===== src/rtl/dco_tune_ctrl.sv =====
// DCO coarse/medium/fine bank-word calibration: PVT -> ACQ -> TRK stepping on a signed error.
// Optional macro DCO_TUNE_CTRL_RECENTER_EN recentres c_s_word into c_m_word in TRK.
`timescale 1ns/1ps
module dco_tune_ctrl #(
    parameter logic [4:0]  L_INIT     = 5'd16,
    parameter logic [7:0]  M_INIT     = 8'd128,
    parameter logic [7:0]  S_INIT     = 8'd128,
    parameter logic [15:0] THR_L      = 16'd2048,
    parameter logic [15:0] THR_M      = 16'd256,
    parameter logic [15:0] THR_S      = 16'd16,
    parameter logic [7:0]  LOCK_CNT   = 8'd8,
    parameter logic [7:0]  SETTLE_CYC = 8'd4
) (
    input  logic        clk,
    input  logic        rst,
    input  logic        en,
    input  logic        start,
    input  logic        err_vld,
    input  logic [15:0] err,
    output logic [4:0]  c_l_word,
    output logic [7:0]  c_m_word,
    output logic [7:0]  c_s_word,
    output logic [1:0]  mode,
    output logic        lock
);

    typedef enum logic [1:0] {
        ST_IDLE = 2'd0,
        ST_PVT  = 2'd1,
        ST_ACQ  = 2'd2,
        ST_TRK  = 2'd3
    } state_t;

    state_t      state_r, state_nx_s;
    logic [4:0]  c_l_r, c_l_nx_s;
    logic [7:0]  c_m_r, c_m_nx_s;
    logic [7:0]  c_s_r, c_s_nx_s;
    logic        lock_r, lock_nx_s;
    logic [7:0]  settle_r, settle_nx_s;
    logic [7:0]  band_r, band_nx_s;

    logic [15:0]        thr_sel_s;
    logic signed [16:0] err_ext_s;
    logic signed [16:0] thr_pos_s;
    logic signed [16:0] thr_neg_s;
    logic               step_dn_s;
    logic               step_up_s;
    logic               in_band_s;
    logic               accept_s;
    logic               word_chg_s;
    logic [8:0]         band_inc_s;
    logic               reach_s;

    // Magnitude limit of the mode currently being calibrated
    always_comb begin
        thr_sel_s = THR_L;
        case (state_r)
            ST_PVT:  thr_sel_s = THR_L;
            ST_ACQ:  thr_sel_s = THR_M;
            ST_TRK:  thr_sel_s = THR_S;
            default: thr_sel_s = THR_L;
        endcase
    end

    // 17-bit compare so that -32768 lands out of band without overflow
    assign err_ext_s  = $signed({err[15], err});
    assign thr_pos_s  = $signed({1'b0, thr_sel_s});
    assign thr_neg_s  = -thr_pos_s;
    assign step_dn_s  = (err_ext_s > thr_pos_s);
    assign step_up_s  = (err_ext_s < thr_neg_s);
    assign in_band_s  = !step_dn_s && !step_up_s;
    assign accept_s   = en && err_vld && (settle_r == 8'd0) && (state_r != ST_IDLE);
    assign band_inc_s = {1'b0, band_r} + 9'd1;
    assign reach_s    = (band_inc_s >= {1'b0, LOCK_CNT});

    // Next-state, word stepping, settle and in-band bookkeeping
    always_comb begin
        state_nx_s  = state_r;
        c_l_nx_s    = c_l_r;
        c_m_nx_s    = c_m_r;
        c_s_nx_s    = c_s_r;
        lock_nx_s   = lock_r;
        band_nx_s   = band_r;
        word_chg_s  = 1'b0;
        if (settle_r != 8'd0) begin
            settle_nx_s = settle_r - 8'd1;
        end else begin
            settle_nx_s = 8'd0;
        end

        case (state_r)
            ST_IDLE: begin
                if (start) begin
                    state_nx_s = ST_PVT;
                end else begin
                    state_nx_s = ST_IDLE;
                end
            end
            ST_PVT: begin
                if (accept_s && step_dn_s && (c_l_r != 5'd0)) begin
                    c_l_nx_s   = c_l_r - 5'd1;
                    word_chg_s = 1'b1;
                end else if (accept_s && step_up_s && (c_l_r != 5'd31)) begin
                    c_l_nx_s   = c_l_r + 5'd1;
                    word_chg_s = 1'b1;
                end else begin
                    c_l_nx_s = c_l_r;
                end
            end
            ST_ACQ: begin
                if (accept_s && step_dn_s && (c_m_r != 8'd0)) begin
                    c_m_nx_s   = c_m_r - 8'd1;
                    word_chg_s = 1'b1;
                end else if (accept_s && step_up_s && (c_m_r != 8'd255)) begin
                    c_m_nx_s   = c_m_r + 8'd1;
                    word_chg_s = 1'b1;
                end else begin
                    c_m_nx_s = c_m_r;
                end
            end
            ST_TRK: begin
                if (accept_s && step_dn_s) begin
                    if (c_s_r != 8'd0) begin
                        c_s_nx_s   = c_s_r - 8'd1;
                        word_chg_s = 1'b1;
                    end else begin
`ifdef DCO_TUNE_CTRL_RECENTER_EN
                        // Fine bank underflow: recentre and move the medium bank up
                        c_s_nx_s   = 8'd128;
                        c_m_nx_s   = (c_m_r != 8'd255) ? (c_m_r + 8'd1) : c_m_r;
                        word_chg_s = 1'b1;
`else
                        c_s_nx_s = c_s_r;
`endif
                    end
                end else if (accept_s && step_up_s) begin
                    if (c_s_r != 8'd255) begin
                        c_s_nx_s   = c_s_r + 8'd1;
                        word_chg_s = 1'b1;
                    end else begin
`ifdef DCO_TUNE_CTRL_RECENTER_EN
                        c_s_nx_s   = 8'd128;
                        c_m_nx_s   = (c_m_r != 8'd0) ? (c_m_r - 8'd1) : c_m_r;
                        word_chg_s = 1'b1;
`else
                        c_s_nx_s = c_s_r;
`endif
                    end
                end else begin
                    c_s_nx_s = c_s_r;
                end
            end
            default: begin
                state_nx_s = ST_IDLE;
            end
        endcase

        if (word_chg_s) begin
            settle_nx_s = SETTLE_CYC;
        end else begin
            settle_nx_s = settle_nx_s;
        end

        // Consecutive in-band run; PVT/ACQ advance on reaching it, TRK saturates and locks
        if (accept_s && in_band_s) begin
            if (reach_s) begin
                if (state_r == ST_TRK) begin
                    band_nx_s = LOCK_CNT;
                    lock_nx_s = 1'b1;
                end else begin
                    band_nx_s   = 8'd0;
                    settle_nx_s = SETTLE_CYC;
                    state_nx_s  = (state_r == ST_PVT) ? ST_ACQ : ST_TRK;
                end
            end else begin
                band_nx_s = band_inc_s[7:0];
            end
        end else if (accept_s) begin
            band_nx_s = 8'd0;
            if (state_r == ST_TRK) begin
                lock_nx_s = 1'b0;
            end else begin
                lock_nx_s = lock_r;
            end
        end else begin
            band_nx_s = band_r;
        end
    end

    // State and output registers; reset wins over the clock enable
    always_ff @(posedge clk) begin
        if (rst) begin
            state_r  <= ST_IDLE;
            c_l_r    <= L_INIT;
            c_m_r    <= M_INIT;
            c_s_r    <= S_INIT;
            lock_r   <= 1'b0;
            settle_r <= 8'd0;
            band_r   <= 8'd0;
        end else if (en) begin
            state_r  <= state_nx_s;
            c_l_r    <= c_l_nx_s;
            c_m_r    <= c_m_nx_s;
            c_s_r    <= c_s_nx_s;
            lock_r   <= lock_nx_s;
            settle_r <= settle_nx_s;
            band_r   <= band_nx_s;
        end else begin
            state_r  <= state_r;
            c_l_r    <= c_l_r;
            c_m_r    <= c_m_r;
            c_s_r    <= c_s_r;
            lock_r   <= lock_r;
            settle_r <= settle_r;
            band_r   <= band_r;
        end
    end

    assign c_l_word = c_l_r;
    assign c_m_word = c_m_r;
    assign c_s_word = c_s_r;
    assign mode     = state_r;
    assign lock     = lock_r;

endmodule


===== config.mk =====
export PLATFORM = sky130hd
export DESIGN_NAME = dco_tune_ctrl
export DESIGN_NICKNAME = d
export VERILOG_FILES = /design/src/rtl/dco_tune_ctrl.sv
export SDC_FILE = /design/constraint.sdc
export NUM_CORES = 1
export LEC_CHECK = 0
export BUFFER_PORTS_ARGS = -buffer_cell sky130_fd_sc_hd__clkbuf_2
export CORE_UTILIZATION = 27
export CTS_CLUSTER_SIZE = 28
export DETAILED_ROUTE_END_ITERATION = 7
export PLACE_DENSITY = 0.55
export SLEW_MARGIN = 15
export SYNTH_ARGS = -nofsm -noshare
export SYNTH_HDL_FRONTEND = slang
export SYNTH_SLANG_ARGS = --single-unit

===== constraint.sdc =====
create_clock -name clk -period 3.95 [get_ports clk]
set_input_delay 0.79 -clock clk [delete_from_list [all_inputs] [get_ports clk]]
set_output_delay 0.79 -clock clk [all_outputs]
set_load 0.03 [all_outputs]

# After elaboration in Yosys (flattened, before gate mapping)
# Index checks and enable logic that the tools add are counted.
# totals
regBits	40
input_bits	21
# op_classes
addsub	9
order_cmp	3
eq_ne	8
muxes	38
reduce_logical	30
# ops
cell	count
8-bit 2-to-1 mux	14
12-bit case mux with 2 select lines	1
8-bit nonzero test	3
8-bit by 1-bit subtractor with 8-bit output (second input constant)	3
16-bit by 17-bit < comparator with 1-bit output	1
16-bit negator with 17-bit output	1
8-bit by 1-bit adder with 8-bit output (second input constant)	2
16-bit by 13-bit > comparator with 1-bit output	1
8-bit inequality test (second input constant)	2
1-bit 2-to-1 mux	15
2-bit nonzero test	6
1-bit logical AND	11
5-bit 2-to-1 mux	2
8-bit by 1-bit adder with 9-bit output (second input constant)	1
9-bit by 4-bit greater-or-equal comparator with 1-bit output (second input constant)	1
8-bit logical NOT	1
2-bit 2-to-1 mux	4
3-bit AND reduction	2
5-bit by 1-bit adder with 5-bit output (second input constant)	1
5-bit inequality test (second input constant)	1
5-bit AND reduction	1
5-bit nonzero test	1
5-bit by 1-bit subtractor with 5-bit output (second input constant)	1
2-bit == test (second input constant)	2
other kinds (9)	10

# Depth between registers and ports, before layout
# Gate-level depths: netlist (run 1).
# depth
word_depth	13
ltp_mapped	20

# Worst setup path before layout (run 1)
# OpenSTA, ideal clock, no wires.
# synth_timing
path_kind	in2reg
startpoint	input err[10]
endpoint	register c_l_r[4], in the netlist c_l_word[4]
setup_ns	0.095
arrival_time_ns	4.005
t_required_ns	3.855
setup_slack_ns	-0.150
path_stages	16
cell_sequence	or4_4 -> a2111oi_4 -> o21ai_2 -> and2_1 -> buf_6 -> nand2_1 -> inv_1 -> o21ai_0 -> inv_1 -> ha_1 -> a21o_1 -> a21oi_1 -> a31o_2 -> nor4bb_1 -> mux2_2 -> a221oi_1
# synth_between
elab_chain_len	5
elab_cells_between_ends	9
cone_classes	order compare (2); mux (1); reduce/logical (6)
# synth_rtl
item	line	rtl
start, declared	19	input logic [15:0] err,
16-bit by 17-bit < comparator with 1-bit output or 16-bit by 13-bit > comparator with 1-bit output (tied branches)	70, 69	
1-bit logical AND, on equally long branches (2 in a row)	103, 100	
2-bit nonzero test (no line)	n/a	
3-bit AND reduction (no line)	n/a	
end signal, assigned	202	c_l_r <= c_l_nx_s;
end signal, assigned	210	c_l_r <= c_l_r;
end, declared	35	logic [4:0] c_l_r, c_l_nx_s;
# Parallel ways exist; a longest one is shown, timed or not.
# A chain may end at the register's enable or synchronous reset.

# Worst setup path in the final report (run 1)
# Same ends and word-level chain as after synthesis.

==> results list, run 1 <==
- The run finished with clean final reports.
* Max Buffers Root-to-Sink: 2
- The wire-length estimate of the detail-placed layout is between 5000 and 6000 um.
- STA puts the critical path data arrival time at about 3900 ps.
* Beginning of the worst register-to-register path: mode[1]$_SDFFE_PP0P_
- The number of hold buffers added after CTS was 0.
- Height of the die: 107 um
- Dividing total power by cell area gives a power density of between 200 and 300 nW/um^2.
* End of the worst register-to-register path: c_l_word[4]$_SDFFE_PP1P_
- Relative to the synthesized area, the layout overhead comes to 20.7%.
- Post-route cell area: ~3600 um^2
* Via count of the first global-routing pass: 2631
- Initial core utilization: between 20% and 30%
- Critical path class: in -> reg
- Worst Skew: ~11 ps
- IR analysis of the VDD net gives a maximum drop of roughly 0.16 mV.
- Setup repair after global routing missed its margin: false
- Core area: about 10000 um^2
- The library cell used most frequently in the layout, excluding fill and tap cells, is sky130_fd_sc_hd__nor2_1.
* Pre-antenna DRT Iters: 4
* Yosys Warn Count: 0
- Share of synthesized area occupied by flip-flops and latches: 27.1%
- Cells after Synth: approximately 350
- Count of buffers added by post-CTS timing repair for setup: 0
* Routed WL per cell: ~13 um
* Congestion Overflow GR: 0
* First-pass GRT wire length: ~12000 um
* Die width: ~110 um
- For this run, the post-layout net count is 471.
- Number of hold violations in the final report: 0
- Data required, critical path: roughly 4200 ps
* Cell leakage power: roughly 1.5 nW
- The die covers about 11000 um^2.
* Placement Cell Area: about 3500 um^2
- CTS Buf Count: 5
- Number of flops mapped to enable cells by yosys: 0
- Wires add up to around 7000 um.
- In this run, post-CTS repair resized a total of 0 instances.
- The tool flagged a number of max-cap violations equal to 0.
- The H-tree generated during clock tree synthesis spans 2 levels.
- Count of buffers from port buffering: 44
- For this run, the leading register cell type out of synthesis is sky130_fd_sc_hd__dfxtp_1.
- After floorplanning, the core was divided into 37 placement rows.
- Commonest cells after routing, fill and taps aside: 45 x sky130_fd_sc_hd__nor2_1, 44 x sky130_fd_sc_hd__clkbuf_2, 40 x sky130_fd_sc_hd__dfxtp_1
* Top-level I/O count: 45
- Cells fill about 34% of the core in the end.
- For this run, asynchronously set or reset flops after synthesis account for 0%.
- The number of antenna violations at the first check in global routing came to 0.
- Combined area of all synthesized cells: between 2000 and 3000 um^2
- The worst hold path terminates at band_r[7]$_SDFFE_PP0P_.
* Distinct cells, synth: 61
* Antenna fix cells: 0
* TritonCTS Sinks: 40
- Setup violations remaining at the end of the flow were counted as 0.
* Register-to-register path setup slack: roughly 370 ps
- Skew-Pair Late Insertion Delay: approximately 300 ps
- On the final layout, the worst hold slack is about 480 ps.
* CTS tree: yes
- Once detail routing completed, the nets flagged for antenna violations numbered 0.
- Of all nets on the critical path, the largest fanout is 3.
- Synthesized area per cell: between 8 and 9 um^2
* Overall power after layout: ~1.0 mW
* Layout cells sized above 1: approximately 23%
* Iteration-0 DRC count of the detailed router: 57
- The tree is rooted in a sky130_fd_sc_hd__clkbuf_8.
* Final critical-path share of the clock period: 94.2%
- Worst R2R Path Depth: 15
- Dividing the detail-routed via count by the number of cells gives 4.81.
- After clock tree synthesis, the clock-pin slew on the worst setup and hold paths is 90 ps.
- Total via count in the routed design: ~2700
- For this run, the top clock speed supported by timing is roughly 0.27 GHz.
- Pin count of the biggest net entering global routing: between 40 and 50
- Number of max-slew violations in the final report: 0
- The worst pin sits at a relative slew slack of roughly 40%.
* Origin of the worst min-delay path: band_r[7]$_SDFFE_PP0P_
* Crit path capture type: register
- At the pin with the least slew margin, the transition time is about 900 ps.
- Depth of the worst hold-timing path: 1
- Kind of start point of the critical path: input port
* Classification of the worst-slack hold path: reg -> reg
- After detailed routing, the number of remaining DRC violations is 0.
- Global routing used approximately 13% of the available tracks.
- Final weighted congestion in routability-driven placement: 0.830
- The worst path needs 3720 ps of the cycle, external delays included.
* Flip-flop and latch count after synthesis: 40
-- metrics by stage --
stage,TNS (ps),cells,worst slack (ps)
after floorplan,0,354,15.5
after global placement,-48.3,546,-48.3
after detailed placement,-82.0,546,-48.8
after CTS,0,554,248
after global routing,0,554,11.7
final,0,554,231
-- sequential cells by signal, summed over array words and instances, names as in the netlist --
register	cells
c_l_word	5
c_m_word	8
settle_r	8
lock	1
c_s_word	8
mode	2
band_r	8
-- how the worst max path moves through the flow --
stage            start                        to  slack (ps)  cells after the start
2_1_floorplan  err[10]  c_l_word[4]$_SDFFE_PP1P_          20                     16
3_3_place_gp   err[10]  c_s_word[7]$_SDFFE_PP1P_         -50                     15
3_5_place_dp   err[10]  c_l_word[4]$_SDFFE_PP1P_         -50                     16
4_1_cts        err[10]  c_l_word[4]$_SDFFE_PP1P_         250                     16
5_1_grt        err[10]  c_m_word[6]$_SDFFE_PP0P_          10                     17
6_report       err[10]  c_l_word[4]$_SDFFE_PP1P_         230                     16
-- layout make-up --
type                    instances  area (um^2)
inverters                      21         78.8
clock inverters                 2         13.8
flip-flops and latches         40          801
repair buffers                 68          400
fillers                      1116         6890
well taps                     136          170
clock buffers                   6         82.6
multi-input cells             281         2020
-- synthesized netlist by cell type (2+ instances only) --
master / n / area (um^2)
sky130_fd_sc_hd__mux2_2: 2 / 22.5
sky130_fd_sc_hd__nor3_1: 8 / 40.0
sky130_fd_sc_hd__xor2_1: 3 / 26.3
sky130_fd_sc_hd__or4_1: 2 / 15.0
sky130_fd_sc_hd__inv_1: 21 / 78.8
sky130_fd_sc_hd__nor2b_1: 8 / 50.1
sky130_fd_sc_hd__a21oi_1: 12 / 60.1
sky130_fd_sc_hd__o21a_1: 3 / 22.5
sky130_fd_sc_hd__and3_1: 2 / 12.5
sky130_fd_sc_hd__nand3_1: 9 / 45.0
sky130_fd_sc_hd__a22oi_1: 2 / 15.0
sky130_fd_sc_hd__ha_1: 30 / 375
sky130_fd_sc_hd__xnor2_1: 12 / 105
sky130_fd_sc_hd__a21boi_0: 2 / 15.0
sky130_fd_sc_hd__a31oi_1: 5 / 31.3
sky130_fd_sc_hd__a211oi_1: 6 / 45.0
sky130_fd_sc_hd__dfxtp_1: 40 / 801
sky130_fd_sc_hd__and2_1: 5 / 31.3
sky130_fd_sc_hd__nor4_1: 9 / 56.3
sky130_fd_sc_hd__buf_4: 2 / 15.0
sky130_fd_sc_hd__nand4_1: 9 / 56.3
sky130_fd_sc_hd__nand3b_1: 3 / 22.5
sky130_fd_sc_hd__buf_6: 3 / 33.8
sky130_fd_sc_hd__o21ai_0: 18 / 90.1
sky130_fd_sc_hd__or3_1: 2 / 12.5
sky130_fd_sc_hd__a221oi_1: 2 / 17.5
sky130_fd_sc_hd__nand2b_1: 6 / 37.5
sky130_fd_sc_hd__nor2_1: 45 / 169
sky130_fd_sc_hd__mux2i_1: 13 / 130
sky130_fd_sc_hd__o41ai_1: 2 / 17.5
sky130_fd_sc_hd__a21o_1: 6 / 45.0
sky130_fd_sc_hd__fa_1: 3 / 60.1
sky130_fd_sc_hd__nor3b_1: 4 / 30.0
sky130_fd_sc_hd__nand2_1: 19 / 71.3
sky130_fd_sc_hd__o221ai_1: 2 / 17.5
sky130_fd_sc_hd__o22ai_1: 2 / 12.5
sky130_fd_sc_hd__or3b_2: 2 / 17.5
sky130_fd_sc_hd__clkbuf_1: 5 / 18.8
-- routing by layer --
metal  track usage [%]  wire, um  share of wire, %  up-vias
met1              16.1      3390                48     1237
met3              2.31       207               3.0        5
met2              22.8      3360                48       27
li1                  -         -                 -     1397
met4              3.42        59              0.84        0
met5                 0         0                 0        -
-- critical path, stage by stage --
cell,delay [ps]
sky130_fd_sc_hd__clkbuf_2,90
sky130_fd_sc_hd__or4_4,550
sky130_fd_sc_hd__a2111oi_4,350
sky130_fd_sc_hd__o21ai_2,90
sky130_fd_sc_hd__and2_1,180
sky130_fd_sc_hd__nand2_1,110
sky130_fd_sc_hd__inv_2,60
sky130_fd_sc_hd__o21ai_2,80
sky130_fd_sc_hd__inv_2,80
sky130_fd_sc_hd__ha_4,270
sky130_fd_sc_hd__a21o_1,110
sky130_fd_sc_hd__a21oi_1,70
sky130_fd_sc_hd__a31o_2,220
sky130_fd_sc_hd__nor4bb_1,320
sky130_fd_sc_hd__mux2_2,370
sky130_fd_sc_hd__a221oi_1,200
-- power by group --
part / total, mW / internal, mW / switching (mW)
Combinational: 0.265 / 0.119 / 0.147
Clock: 0.299 / 0.143 / 0.156
Sequential: 0.479 / 0.437 / 0.0425
-- logic make-up (layout without fill, tap and decap cells) --
family	count (synthesis)	count (layout)	synth area share [%]
simple gates	142	142	25.6
compound gates	73	73	17.6
flops	40	40	27.1
fa+ha+maj	33	33	14.7
buf+inv	33	97	5.29
xor+xnor	15	15	4.45
mux	15	15	5.16
other cells	1	3	0.127
Note: power is estimated with default switching activity, not from simulation.
==> run 2, diff against run 1 <==
Settings changed: RECOVER_POWER from default to 100.
==> run 2 against run 1 <==
Fmax about the same. Die area unchanged. Combinational power hardly changed. Critical path depth stayed put. Critical endpoint unchanged. Total power fell by 0.18%. Clock power hardly changed. Flip-flop and latch count did not move. Largest cell class unchanged.
==> results list, run 2 (synthesized netlist as in run 1, its figures left out) <==
- Timing analysis after detailed placement gives a worst setup slack of -48.8 ps.
- Worst slack on hold paths: roughly 480 ps
- DRC violation count after routing: 0
- Setup violation total in the final timing report: 0
* Die area: between 10000 and 15000 um^2
- Commonest cells after routing, fill and taps aside: 45 x sky130_fd_sc_hd__nor2_1, 40 x sky130_fd_sc_hd__dfxtp_1, 29 x sky130_fd_sc_hd__ha_1
- Cell leakage power: 1.42 nW
* Beginning of the worst register-to-register path: mode[1]$_SDFFE_PP0P_
- The routed layout has about 2700 vias.
* Slew at the pin closest to its max-slew limit: 887 ps
- Placement Cell Area: between 3000 and 4000 um^2
* Crit path capture type: register
* Number of instances resized during post-cts repair: 0
- In this run the tightest slew margin relative to its limit is 40.8%.
- Global Route Usage Sum: about an eighth
- Iteration-0 DRC count of the detailed router: 67
* Antenna fix cells: 0
- CTS tree: yes
- Max rail drop VDD: 0.163 mV
- After layout, the worst path uses 94.2% of the clock period.
- The library cell used most frequently in the layout, excluding fill and tap cells, is sky130_fd_sc_hd__nor2_1.
* Storage element area: 801 um^2
- Worst setup path startpoint: err[10]
- Classification of the worst-slack hold path: reg -> reg
- The count of nets left with antenna violations once routing finished came out at 0.
- Footprint of the multi-input gates: around 2000 um^2
- Counting the fill cells in the layout gives 1128.
- Number of max-slew violations in the final report: 0
- Entering global routing, the biggest net connects 42 pins.
* Kind of start point of the critical path: input port
- For this run, the top clock speed supported by timing is ~0.27 GHz.
* Worst Skew: 9.82 ps
- At the later pin of the worst-skew pair, clock insertion delay measures roughly 300 ps.
- Post-DP HPWL: around 5500 um
* Final setup margin: 231 ps
- Initial core utilization: 28.2%
- Final-stage net count: approximately 470
- Top-level I/O count: between 40 and 50
- In this run the worst path has a maximum fanout of 3.
- The via count of the first global-routing pass came to approximately 2600.
* Max capacitance violation total: 0
- At the end of routability-driven placement, the weighted congestion stood at 0.830.
- The pre-antenna-repair detailed-routing pass consisted of 4 iterations.
* Final cell utilization of the core: between 30 and 40%
* Number of antenna violations at the first check in global routing: 0
- During placement, the flow inserted port buffers numbering 44.
- Vias per inst: between 4 and 5
- The worst setup path is of the in -> reg kind.
- Height of the die: 107 um
* Count of standard-cell rows: 37
- First-pass GRT wire length: approximately 12000 um
* Count of buffers added by post-CTS timing repair for setup: 0
- In this run the most critical hold path is launched from band_r[7]$_SDFFE_PP0P_.
- At the worst endpoint, the arrival time is 3930 ps.
- Hold-fix buffers, CTS: 0
- Routed WL per cell: around 13 um
- In this run the deepest clock path goes through 2 buffers.
- Worst-path clk slew: ~90 ps
* Cell chosen for the clock root: sky130_fd_sc_hd__clkbuf_8
- Layout cells sized above 1: between 15 and 20%
* Die width: ~110 um
* Number of hold violations in the final report: 0
- Result of the run: finished clean
* Setup repair after global routing missed its margin: false
- STA puts the critical path data required time at roughly 4200 ps.
- Counting every sink on the clock net gives 40.
- Power spread over the standard cell area amounts to roughly 300 nW/um^2.
- Time the final worst path needs with I/O delays and setup: between 3000 and 4000 ps
- Area Growth Syn to Fin: 19.3%
* Congestion Overflow GR: 0
- The H-tree generated during clock tree synthesis spans 2 levels.
- Clock tree synthesis inserted a total of 5 buffers.
- The floorplan step defined a core boundary enclosing 10500 um^2.
* Post-route cell area: ~3500 um^2
* Final wirelength: just over 7000 um
[run 2: cell types whose count changed in the layout (fill, tap and decap cells not counted), moves of 4 or more]
cell	previous run	this run
sky130_fd_sc_hd__clkbuf_1	0	25
sky130_fd_sc_hd__clkbuf_2	44	19
sky130_fd_sc_hd__and2_0	0	4
sky130_fd_sc_hd__and2_1	5	1
[run 2: through the flow]
step           cells  total power, mW  TNS [ps]
2_1_floorplan    354            0.681         0
3_3_place_gp     546            0.742     -48.3
3_5_place_dp     546            0.752     -82.0
4_1_cts          554             1.06         0
5_1_grt          554             1.11         0
6_report         554             1.04         0
[run 2: critical path, cell delays in order]
cell and delay (ps):
sky130_fd_sc_hd__clkbuf_1 80, sky130_fd_sc_hd__or4_4 550, sky130_fd_sc_hd__a2111oi_4 350, sky130_fd_sc_hd__o21ai_2 100, sky130_fd_sc_hd__and2_0 180, sky130_fd_sc_hd__nand2_1 100
sky130_fd_sc_hd__inv_1 80, sky130_fd_sc_hd__o21ai_2 80, sky130_fd_sc_hd__inv_2 80, sky130_fd_sc_hd__ha_4 270, sky130_fd_sc_hd__a21o_1 110, sky130_fd_sc_hd__a21oi_1 70
sky130_fd_sc_hd__a31o_2 220, sky130_fd_sc_hd__nor4bb_1 300, sky130_fd_sc_hd__mux2_2 370, sky130_fd_sc_hd__a221oi_1 200
[run 2: layer usage]
metal	GRT usage, %	part of all wire (%)
met4	3.42	0.77
met3	2.31	2.8
met2	22.8	48
met1	16.1	49
met5	0	0
[run 2: layout make-up]
type | instances | share of cell area, %
sequential | 40 | 22.7
timing repair buffer | 68 | 10.5
multi-input combinational | 281 | 57.0
clock buffer | 6 | 2.34
tap | 136 | 4.83
inverter | 21 | 2.24
clock inverter | 2 | 0.390
[run 2: final timing paths]
check	endpoint	slack [ps]	depth (start not counted)
hold reg to reg	band_r[7]$_SDFFE_PP0P_	480	1
setup reg to reg	c_l_word[4]$_SDFFE_PP1P_	330	15
setup / recovery	c_l_word[4]$_SDFFE_PP1P_	230	16
hold / removal	band_r[7]$_SDFFE_PP0P_	480	1
[run 2: power by group]
part,switching [mW],internal [mW],total (mW)
Sequential,0.0425,0.437,0.479
Combinational,0.146,0.118,0.263
Clock,0.156,0.143,0.299
Total,0.344,0.697,1.04
==> run 3, diff against run 2 <==
Settings changed: ABC_AREA from default to 1, CAP_MARGIN from default to 15, CORE_MARGIN from default to 2.
==> run 3 against run 2 <==
Register-to-register slack improved by 180 ps. Sequential power is 2% higher. Clock skew decreased by 4.3 ps. Non-clock buffer count fell by 22. Clock power increased by 58%. Synthesized area grew 5.9%. Routed wire length is 7.4% higher. Total power up 32%. Worst hold slack worse by 32 ps. Die area increased by 9.7%. Cell count rose by 17%. Critical endpoint is now c_m_word[6]$_SDFFE_PP0P_.
==> results list, run 3 <==
- Count of buffers from port buffering: 44
* Beginning of the worst register-to-register path: mode[0]$_SDFFE_PP0P_
* Flop pwr share: between 30% and 40%
- Final-stage net count: 558
* Share of power burned in the clock network: between 30% and 40%
* Height of the die: 112 um
- Time the final worst path needs with I/O delays and setup: roughly 3400 ps
- At the worst endpoint, the arrival time is roughly 3700 ps.
- Max rail drop VDD: 0.231 mV
- Die area: ~12000 um^2
* Most common library cell in the layout ignoring fill and taps: sky130_fd_sc_hd__nand2_1
- STA classifies the critical path endpoint as a register.
* Pre-antenna DRT Iters: 4
- Vias per inst: between 4 and 5
* Filler cell count: between 1000 and 1500
* Setup violation total in the final timing report: 0
* Congestion Overflow GR: 0
- The top cell types in the final layout, fill and taps aside, are 97 x sky130_fd_sc_hd__nand2_1, 58 x sky130_fd_sc_hd__nor2_1, 57 x sky130_fd_sc_hd__inv_1.
* Number of instances resized during post-cts repair: 0
- Row generation in the floorplan step produced 39 rows.
- Die width: 112 um
- The repair_antennas step left the layout with diodes totalling 0.
- Cell leakage power: 1.75 nW
- Number of antenna violations at the first check in global routing: 0
* PwrDens: 380 nW/um^2
* Iteration-0 DRC count of the detailed router: 75
- For the worst setup path, the data required time is 4160 ps.
* Slew at the pin closest to its max-slew limit: about 840 ps
- Number of flops mapped to enable cells by yosys: 0
- The area growth from synthesis to layout is 15.5%.
- Summed over all instances, the cell type with the most area after synthesis is sky130_fd_sc_hd__dfxtp_1.
- Fraction of power spent switching nets: between 30% and 40%
* Final wirelength: 7570 um
- Origin of the worst min-delay path: band_r[6]$_SDFFE_PP0P_
- After clock tree synthesis, the clock-pin slew on the worst setup and hold paths is ~60 ps.
* Hold-fix buffers, CTS: 0
* Post-DP HPWL: roughly 5900 um
* Worst Skew: approximately 5.5 ps
- Max Buffers Root-to-Sink: 2
* Yosys Warn Count: 0
- Final cell utilization of the core: around a third
* Setup repair after global routing missed its margin: false
* Final critical-path share of the clock period: around 87%
- The run finished with clean final reports.
- TritonCTS built the clock tree.
- Summed over all failing endpoints, the final setup total negative slack is 0 ps.
- Via count of the first global-routing pass: roughly 2800
- Number of hold violations in the final report: 0
* Fmax: 0.291 GHz
- After detailed routing, the number of remaining DRC violations is 0.
- Combined area of all synthesized cells: 3130 um^2
* Share of the synthesized area in the top cell type: 25.6%
- The path class of the tightest hold or removal check is reg -> reg.
- Register-to-register path setup slack: roughly 510 ps
* Cell-internal power: a little over 0.9 mW
- The worst setup path is launched from a register.
- Synthesized area per cell: a little under 7 um^2
* Top-level I/O count: 45
- In the final routed layout, each cell accounts on average for about 12 um.
- The first global-routing pass estimated roughly 13000 um of wire.
* Worst setup path startpoint: mode[0]$_SDFFE_PP0P_
- After clock tree synthesis, the setup repair step added 0 buffers.
* Crit-path max FO: 10
- Cell with the most instances after synthesis: sky130_fd_sc_hd__nand2_1
* Leading post-synthesis cells by cell area: sky130_fd_sc_hd__dfxtp_1 26%, sky130_fd_sc_hd__ha_1 12%, sky130_fd_sc_hd__nand2_1 11%
- Global Route Usage Sum: roughly an eighth
- Clock tree synthesis found a total of 40 sinks.
* Total via count in the routed design: approximately 3000
- Entering global routing, the biggest net connects 26 pins.
* Distinct cells, synth: 43
- Most used flip-flop cell after synthesis: sky130_fd_sc_hd__dfxtp_1
- Cell chosen for the clock root: sky130_fd_sc_hd__clkbuf_16
* Async set-or-reset flop fraction in the synthesized netlist: 0%
* Cells after Synth: 456
- Number of H-tree branching levels: 2
- Measured against its own limit, the worst slew margin works out to between 40% and 50%.
* Number of max-slew violations in the final report: 0
* Critical path class: reg -> reg
- After floorplanning, the core was sized to cover between 10000 and 15000 um^2.
- CTS Buf Count: 5
- Of the total power, combinational logic draws between 30% and 40%.
- Total net switching power: ~0.46 mW
* Share of synthesized area occupied by flip-flops and latches: 25.6%
- Flip-flop and latch count after synthesis: 40
* Max capacitance violation total: 0
- Initial core utilization: between 20% and 30%
- Commonest cells in the synthesized netlist: 93 x sky130_fd_sc_hd__nand2_1, 58 x sky130_fd_sc_hd__nor2_1, 56 x sky130_fd_sc_hd__inv_1
* Final weighted congestion in routability-driven placement: about 0.8
- The clock reaches the later pin of the worst-skew pair after 280 ps.
- Layout cells sized above 1: under 10%
- Number of nets with antenna violations after detailed routing: 0
run 3: cell types whose count changed after synthesis, sizes merged, moves of 13 or more:
| cell | before | now |
|---|---|---|
| inv | 21 | 60 |
| nand3 | 9 | 31 |
| mux2i | 13 | 0 |
| nor2 | 45 | 61 |
| nand2 | 19 | 104 |
| a21oi | 13 | 40 |
run 3: worst max-delay path, cell delays in order, from the launching register on:
cell	delay [ps]
sky130_fd_sc_hd__dfxtp_1	430
sky130_fd_sc_hd__nand2_1	260
sky130_fd_sc_hd__inv_1	140
sky130_fd_sc_hd__ha_1	240
sky130_fd_sc_hd__inv_1	70
sky130_fd_sc_hd__nor2_1	40
sky130_fd_sc_hd__nand2_1	50
sky130_fd_sc_hd__nor2_1	40
sky130_fd_sc_hd__nand3_1	120
sky130_fd_sc_hd__nand3_4	140
sky130_fd_sc_hd__nor2_8	200
sky130_fd_sc_hd__nand2_1	150
sky130_fd_sc_hd__inv_1	200
sky130_fd_sc_hd__ha_1	320
sky130_fd_sc_hd__a21oi_1	160
sky130_fd_sc_hd__o21ai_0	140
sky130_fd_sc_hd__a21oi_1	160
sky130_fd_sc_hd__nor2_1	50
sky130_fd_sc_hd__nor2_1	110
sky130_fd_sc_hd__xnor2_1	150
sky130_fd_sc_hd__o21ai_2	80
sky130_fd_sc_hd__a21oi_1	130
run 3: final cells by class:
cell class              instances  area, um^2  area share (%)
well taps                     143         179            4.95
clock inverters                 3        42.5            1.18
multi-input cells             349        2030            56.2
flip-flops and latches         40         801            22.2
inverters                      62         233            6.44
clock buffers                   5         125            3.46
repair buffers                 46         203            5.61
run 3: metal layers:
metal | vias up | global-route usage [%] | part of all wire [%]
met5 | - | 0 | 0
met4 | 0 | 2.80 | 0.83
met3 | 4 | 2.29 | 2.6
met2 | 35 | 20.9 | 46
met1 | 1319 | 16.0 | 50
li1 | 1577 | - | -
run 3: final timing paths:
kind | to | depth (start not counted)
max | c_m_word[6]$_SDFFE_PP0P_ | 21
min | band_r[6]$_SDFFE_PP0P_ | 2
max reg2reg | c_m_word[6]$_SDFFE_PP0P_ | 21
min reg2reg | band_r[6]$_SDFFE_PP0P_ | 2
run 3: per-stage QoR:
stage / instances / setup WS, ps / hold WS [ps] / cell area [um^2] / power, mW
5_1_grt: 648 / 159 / 466 / 3610 / 1.48
3_5_place_dp: 640 / 353 / 438 / 3520 / 0.919
6_report: 648 / 514 / 445 / 3610 / 1.38
3_3_place_gp: 640 / 450 / 432 / 3520 / 0.905
4_1_cts: 648 / 511 / 447 / 3680 / 1.40
2_1_floorplan: 458 / 349 / 424 / 3140 / 0.834
run 3: power by group through the flow:
stage                     clock network (mW)  registers [mW]  logic, mW
after floorplan                            0           0.489      0.345
after global placement                     0           0.494      0.410
after detailed placement                   0           0.496      0.423
after CTS                              0.486           0.487      0.426
after global routing                   0.503           0.494      0.483
final                                  0.472           0.487      0.416
run 3: cells by family (layout without fill, tap and decap cells):
group,after synthesis,count (layout),share of synthesized area (%)
simple gates,221,221,33.2
compound gates,72,72,13.0
buf+inv,69,116,8.59
flops,40,40,25.6
fa+ha+maj,33,33,13.9
xor+xnor,20,20,5.60
other cells,1,3,0.120
